**config.mk**
```make
export PLATFORM = sky130hd
export DESIGN_NAME = regfile_param
export DESIGN_NICKNAME = d
export VERILOG_FILES = /design/src/rtl/regfile_param.sv
export SDC_FILE = /design/constraint.sdc
export NUM_CORES = 1
export LEC_CHECK = 0
export CORE_MARGIN = 2
export CORE_UTILIZATION = 55
export CTS_BUF_LIST = sky130_fd_sc_hd__clkbuf_4 sky130_fd_sc_hd__clkbuf_8
export DETAILED_ROUTE_END_ITERATION = 10
export PLACE_DENSITY = 0.72
export SKIP_LAST_GASP = 1
export SYNTH_ARGS = -nofsm -noshare
export SYNTH_HDL_FRONTEND = slang
export SYNTH_SLANG_ARGS = --single-unit
```
**constraint.sdc**
```tcl
create_clock -name clk -period 3.54 [get_ports clk]
set_clock_uncertainty 0.1 [all_clocks]
set_input_delay 0.531 -clock clk [delete_from_list [all_inputs] [get_ports clk]]
set_output_delay 0.531 -clock clk [all_outputs]
set_load 0.02 [all_outputs]
```
**src/rtl/regfile_param.sv**
```systemverilog
// regfile_param: one-write / two-read register file for the decode stage.
// Provides write-to-read bypass, a per-register pending-write scoreboard and
// a multi-cycle clear-all sequencer that zeroes one register per cycle.
module regfile_param #(
   parameter int DATA_W   = 16,
   parameter int ADDR_W   = 4,
   parameter int ZERO_REG = 1,
   parameter int BYPASS   = 1
) (
   input  logic              clk,
   input  logic              rst_n,
   input  logic [ADDR_W-1:0] SrcReg1,
   input  logic [ADDR_W-1:0] SrcReg2,
   output logic [DATA_W-1:0] SrcData1,
   output logic [DATA_W-1:0] SrcData2,
   input  logic [ADDR_W-1:0] DstReg,
   input  logic [DATA_W-1:0] DstData,
   input  logic              WriteReg,
   input  logic              IssueEn,
   input  logic [ADDR_W-1:0] IssueReg,
   output logic              Busy1,
   output logic              Busy2,
   input  logic              ClrReq,
   output logic              ClrBusy
);

   localparam int NUM_REGS = 2**ADDR_W;

   localparam logic [0:0] ST_IDLE  = 1'b0;
   localparam logic [0:0] ST_CLEAR = 1'b1;

   logic [DATA_W-1:0]   regs [NUM_REGS];
   logic [NUM_REGS-1:0] pending;
   logic [NUM_REGS-1:0] pend_next;
   logic [0:0]          state;
   logic [ADDR_W-1:0]   clr_cnt;

   logic                idle;
   logic                clr_start;
   logic                wr_ok;
   logic                iss_ok;
   logic                hit1;
   logic                hit2;

   // Write wordline: ADDR_W cascaded conditional shifts, stage k shifts by 2**k.
   logic [NUM_REGS-1:0] wl_stage [ADDR_W+1];
   logic [NUM_REGS-1:0] wordline;

   assign wl_stage[0] = {{(NUM_REGS-1){1'b0}}, 1'b1};

   for (genvar k = 0; k < ADDR_W; k++) begin : g_dec
      assign wl_stage[k+1] = DstReg[k] ? (wl_stage[k] << (2**k)) : wl_stage[k];
   end

   assign wordline = wl_stage[ADDR_W];

   // A write or issue coinciding with the start of a clear is dropped.
   assign idle      = (state == ST_IDLE);
   assign clr_start = idle && ClrReq;
   assign wr_ok     = WriteReg && idle && !ClrReq &&
                      !((ZERO_REG != 0) && (DstReg == '0));
   assign iss_ok    = IssueEn && idle && !ClrReq &&
                      !((ZERO_REG != 0) && (IssueReg == '0));
   assign hit1      = (BYPASS != 0) && wr_ok && (DstReg == SrcReg1);
   assign hit2      = (BYPASS != 0) && wr_ok && (DstReg == SrcReg2);
   assign ClrBusy   = (state == ST_CLEAR);

   // Read muxes: zero register, then same-cycle bypass override.
   always_comb begin
      SrcData1 = regs[SrcReg1];
      if ((ZERO_REG != 0) && (SrcReg1 == '0)) SrcData1 = '0;
      if (hit1) SrcData1 = DstData;
      SrcData2 = regs[SrcReg2];
      if ((ZERO_REG != 0) && (SrcReg2 == '0)) SrcData2 = '0;
      if (hit2) SrcData2 = DstData;
   end

   // Busy hides pending bits satisfied by bypass and is forced low while clearing.
   assign Busy1 = pending[SrcReg1] && !hit1 && !ClrBusy;
   assign Busy2 = pending[SrcReg2] && !hit2 && !ClrBusy;

   // Next scoreboard value: write clears first so an issue to the same register wins.
   always_comb begin
      pend_next = pending;
      if (wr_ok)  pend_next[DstReg]   = 1'b0;
      if (iss_ok) pend_next[IssueReg] = 1'b1;
   end

   // Scoreboard register; entering a clear wipes every pending bit.
   always_ff @(posedge clk or negedge rst_n) begin
      if (!rst_n) begin
         pending <= '0;
      end else if (clr_start) begin
         pending <= '0;
      end else begin
         pending <= pend_next;
      end
   end

   // Clear sequencer: one register zeroed per cycle, counter wraps back to 0 on exit.
   always_ff @(posedge clk or negedge rst_n) begin
      if (!rst_n) begin
         state   <= ST_IDLE;
         clr_cnt <= '0;
      end else if (state == ST_CLEAR) begin
         clr_cnt <= clr_cnt + ADDR_W'(1);
         if (clr_cnt == ADDR_W'(NUM_REGS - 1)) state <= ST_IDLE;
      end else if (ClrReq) begin
         state   <= ST_CLEAR;
         clr_cnt <= '0;
      end
   end

   // Storage: cleared by the sequencer, otherwise written through the wordline.
   always_ff @(posedge clk or negedge rst_n) begin
      if (!rst_n) begin
         for (int i = 0; i < NUM_REGS; i++) regs[i] <= '0;
      end else if (state == ST_CLEAR) begin
         regs[clr_cnt] <= '0;
      end else if (wr_ok) begin
         for (int i = 0; i < NUM_REGS; i++) begin
            if (wordline[i]) regs[i] <= DstData;
         end
      end
   end

endmodule

```
* Word-level counts from Yosys, hierarchy flattened
Cells that the tools add are included.
Storage, ports and cells: flip-flop bits (word level) 277, input port bits 37, output and inout port bits 35, logic and storage cells 152
Cells by class: add/subtract/negate cells 1, order comparisons 10, equal/unequal tests 3, mux-type cells 50, bitwise logic cells 9, reduce and logical (&&, ||, !) cells 60
Operators with widths (number):
- 2-to-1 mux 256 bit | 2
- 2-to-1 mux 16 bit | 29
- bitwise AND 256 bit | 1
- inverter 256 bit | 1
- binary-select mux 16 bit (select 4 bit) | 2
- demux 16 bit (select 4 bit) | 1
- nonzero test 2 bit | 18
- AND reduction 2 bit | 16
- < comparator 4 x 5 -> 1 bit (second input constant) | 4
- bitwise AND 16 bit | 1
- logical AND 1 bit | 16
- zero test 4 bit | 4
- inverter 16 bit | 1
- bitwise OR 16 bit | 1
- greater-or-equal comparator 5 bit (second input constant) | 3
- inverter 4 -> 5 bit | 3
- 2-to-1 mux 4 bit | 3
- binary-select mux 1 bit (select 4 bit) | 2
- demux 1 bit (select 4 bit) | 2
- equality test 4 bit | 2
- greater-or-equal comparator 4 x 1 -> 1 bit (second input constant) | 2
- 2-to-1 mux 8 bit | 1
- 2-to-1 mux 1 bit | 7
- zero test 1 bit | 6
- 5 further kinds | 5

* Depth between registers and ports, before layout
Gate-level depths: netlist (run 1).
depth after elaboration 10, gate-level depth with buffers 8, depth with buffers taken out 4

* Worst setup path before layout (run 1)
OpenSTA, ideal clock, no wires.
kind input -> output, start point input SrcReg2[1], end point output Busy2, arrival 2606 ps, data required time 2909 ps, slack 303 ps, stages on the path 6, path buffers 3, path through clkbuf_1 buf_4 buf_2 mux4_2 a211oi_1 a2111oi_0
On the way: word-level cells in the longest chain between the ends 5, elaborated cells on any way between the ends 7, classes of those cells eq/ne (1); mux (2); reduce/logical (4)
RTL lines:
- start, declared | RTL line 13 | input logic [ADDR_W-1:0] SrcReg2,
- parallel branches: the longest is 3 deep, another holds binary-select mux 1 bit (select 4 bit)
- logical AND 1 bit * (2 in series) | RTL line 80 | assign Busy2 = pending[SrcReg2] && !hit2 && !ClrBusy;
- end, declared | RTL line 22 | output logic Busy2,
Every way passes the cells marked *. The select of a mux whose other input is x is not followed.

* Worst setup path in the final report (run 1)
start point input WriteReg, end point output SrcData1[6]
On the way: word-level cells in the longest chain between the ends 5
RTL lines:
- start, declared | RTL line 18 | input logic WriteReg,
- logical AND 1 bit (3 in series) | RTL line 60 | assign wr_ok = WriteReg && idle && !ClrReq &&
- logical AND 1 bit | RTL line 64 | assign hit1 = (BYPASS != 0) && wr_ok && (DstReg == SrcReg1);
- 2-to-1 mux 16 bit | RTL line 72 | if (hit1) SrcData1 = DstData;
- end, declared | RTL line 14 | output logic [DATA_W-1:0] SrcData1,
Every way passes these cells.

==> metrics, run 1 <==
outcome=complete, no violations; Worst Path Required=2910 ps; power per cell area=486.7 nW/um^2; Ports=72; global-route usage over all layers=37.06%; RePlAce Congestion=0.9008; number of DRC markers in iteration 0=1425; clock tree buffer depth=3; Synth Area in Adders=0.3334%; Die Span X=169.2 microns; final setup violation count=0; Final Net Count=1232; hold crit path type=flip-flop to flip-flop; ANT cells=0; CTS tree=yes; largest net degree at the start of global routing=86; post-synthesis cell count=1107; top cell type's share of synthesized area=46.18%; CP startpoint kind=primary input; final instance area=17680 sq um; period utilization=98.26%; DRT Pass-1 Iters=5; htree depth=2; initial antenna violation count=0; Reg2Reg Capture Point=regs[78]; vias per std cell=7.585; Switch Pwr=0.002835 W; R2R depth=5; number of buffers created by CTS=47; Placeable Area=26880 sq um; critical path data arrival time=2850 ps; critical path type=primary input to primary output; fin. max-slew vios=0; Leak=7.922 nW; synth top area cells=dfrtp_1 (46%), mux4_2 (20%), a22o_1 (16%), a22oi_1 (3.4%), nor2b_1 (1.9%); PnR worst setup slack=61.54 ps; Finished Layout Cells=1560; first-pass GRT wire length=77680 microns; CP endpoint kind=primary output; Mapped Area=15010 sq um; Rel. slew slack=33.13%; Final Hold Vio Count=0; Die H=169.2 microns; Async SR Flop Fraction=100.0%; worst-margin pin slew=1003 ps; syn nets=1148; Synth Area in Compound Gates=21.64%; EDFF count, synth=0; Switching Share=32.94%; clk_lat worst skew=560 ps; Clock Pin Slew Worst Setup and Hold Paths=50 ps; reg-to-reg setup timing slack=840 ps; Vias=11832; Post-CTS Setup Repair Bufs=0; FMAX=0.2875 GHz; WHS=414.0 ps; detailed-route DRC error count=0; Yosys reg bits=277; clk root buf=clkbuf_8; Synth Area in XOR/XNOR=0.5835%; Area growth, synth to finish=17.78%; overflow left after global routing=0; Clk network pwr share=34.5%; DRT Wirelength=51300 microns; mux share of post-synthesis cell area=20.54%; crit-path max FO=16; register area share after synthesis=46.18%; register share of total power=41.8%; FF-to-FF Start=ClrBusy; cell count after placement=1482; worst hold endpoint=regs[177]; Max Cap Viol=0; Post-Synth Simple-Gate Area=6.193%; combinational group share of total power=23.6%; Top FF cell, synth=dfrtp_1; Die Footprint=28630 sq um; post-layout min period=3478 ps; Int Pwr=0.005770 W; placed cell areas=16660 sq um; mean post-synth cell area=13.56 sq um; Detail Route Antenna Nets=0; FP Rows=60; DR WL/cell=32.88 microns; IO Port Bufs=71; DPL Wire Length=31490 microns; Yosys cell types=48; hold wc startpoint=regs[177]; share of cells above drive strength 1=29.20%; post-synth top area cell=dfrtp_1; worst vdd ir=0.6700 mV; vias in the first global route=12400; Initial Util=55.85%; TritonCTS Sinks=277; largest family of logic cells by synthesized area=compound AO/OA/AOI/OAI gates; YS warnings=0; dpl ws=-262.2 ps; Hold Path Cell Cnt=1
repair_timing:
| action | 4_1_cts | 5_1_grt |
|---|---|---|
| pin swaps | 0 | 0 |
| hold buffers | 1 | 0 |
| resized for setup | 7 | 14 |
| setup endpoints to repair | 3 | 18 |
| endpoints found under the hold margin | 80 | 0 |
worst max-delay path: stages:
cell             delay (ps)
clkdlybuf4s50_1         480
or3b_1                  410
a21oi_1                 180
and4_1                  300
buf_12                  180
a22o_1                  160
clkdlybuf4s50_1         600
placed cells by master, fill, tap and decap left out, types with 3 or more instances in the layout:
master	n
dfrtp_1	276
a22oi_1	65
nor4_4	4
ha_1	4
clkinv_2	6
a22o_1	273
clkbuf_8	58
and4_1	3
buf_12	27
nor3_2	5
buf_4	78
nor3_4	4
clkbuf_4	10
nor2_1	23
xor2_1	3
a2bb2oi_1	8
mux4_2	136
inv_1	10
dlymetal6s2s_1	9
clkdlybuf4s50_1	55
nand2_1	35
and3_1	3
a41oi_2	4
xnor2_1	7
a32oi_1	3
nor2b_1	46
nand2b_1	6
a31oi_4	3
a31oi_2	8
nand3_1	8
synth_stat cells (5+ instances only):
cell type and count:
buf_6 5, a2bb2oi_1 8, inv_1 10, clkbuf_1 49, nand2_1 35, a31oi_1 5
dfrtp_1 277, buf_4 8, nor2_1 24, nor3_2 6, xnor2_1 7, nand2b_1 6
nor2b_1 46, a22oi_1 67, buf_1 37, mux4_2 136, buf_2 40, nand3_1 8
a22o_1 273
worst max path at each step:
stage,end,depth (start not counted),startpoint
global route,Busy1,7,DstReg[0]
finish,SrcData1[6],7,WriteReg
floorplan,Busy2,6,SrcReg2[1]
global placement,Busy1,7,SrcReg1[0]
detailed placement,Busy1,7,SrcReg1[0]
CTS,SrcData1[4],8,SrcReg1[3]
kinds of logic (layout without fill, tap and decap cells):
logic type,count (synthesis),count (layout)
AO/OA/AOI/OAI,377,377
flip-flops,277,277
AND/OR/NAND/NOR,151,151
buffers and inverters,150,262
multiplexers,138,138
XOR/XNOR,10,10
adder cells (fa/ha/maj),4,4
per-layer routing:
| metal | GRT usage, % | vias up | part of all wire [%] |
|---|---|---|---|
| met5 | 1.565 | - | 0.080 |
| met4 | 19.18 | 2 | 5.7 |
| met3 | 11.99 | 197 | 12 |
| met2 | 54.82 | 958 | 44 |
| met1 | 49.36 | 6056 | 37 |
| li1 | - | 4619 | - |
stage by stage:
step | total power, W | setup TNS [ps] | utilization [%]
4_1_cts | 0.008563 | -1.995 | 65.62
6_report | 0.008605 | 0 | 65.78
3_5_place_dp | 0.005610 | -285.9 | 61.99
5_1_grt | 0.008865 | -2.998 | 65.78
2_1_floorplan | 0.004798 | 0 | -
3_3_place_gp | 0.005578 | -264.3 | 61.99
power by group through the flow:
stage / clock network (W) / logic (W) / registers [W]
2_1_floorplan: 0 / 0.00124 / 0.00355
3_3_place_gp: 0 / 0.00195 / 0.00363
3_5_place_dp: 0 / 0.00197 / 0.00364
4_1_cts: 0.00299 / 0.00198 / 0.00359
5_1_grt: 0.00312 / 0.00213 / 0.00362
6_report: 0.00297 / 0.00203 / 0.00360
sequential cells by signal, summed over array words and instances (netlist names):
| signal | count |
|---|---|
| regs | 256 |
| pending | 16 |
| clr_cnt | 4 |
| ClrBusy | 1 |
cell type report:
type	count	area, sq um
tap	341	426.7
timing repair buffer	174	1843
inverter	11	41.29
sequential	277	6933
multi-input combinational	680	7486
fill	1947	9196
clock inverter	9	76.32
clock buffer	68	873.3
Note: power is estimated with default switching activity, not from simulation.
==> run 2, diff against run 1 <==
- CTS_CLUSTER_SIZE: unset -> 30
==> results of run 2 <==
The final DEF is identical to that of run 1; final timing and power are the same.
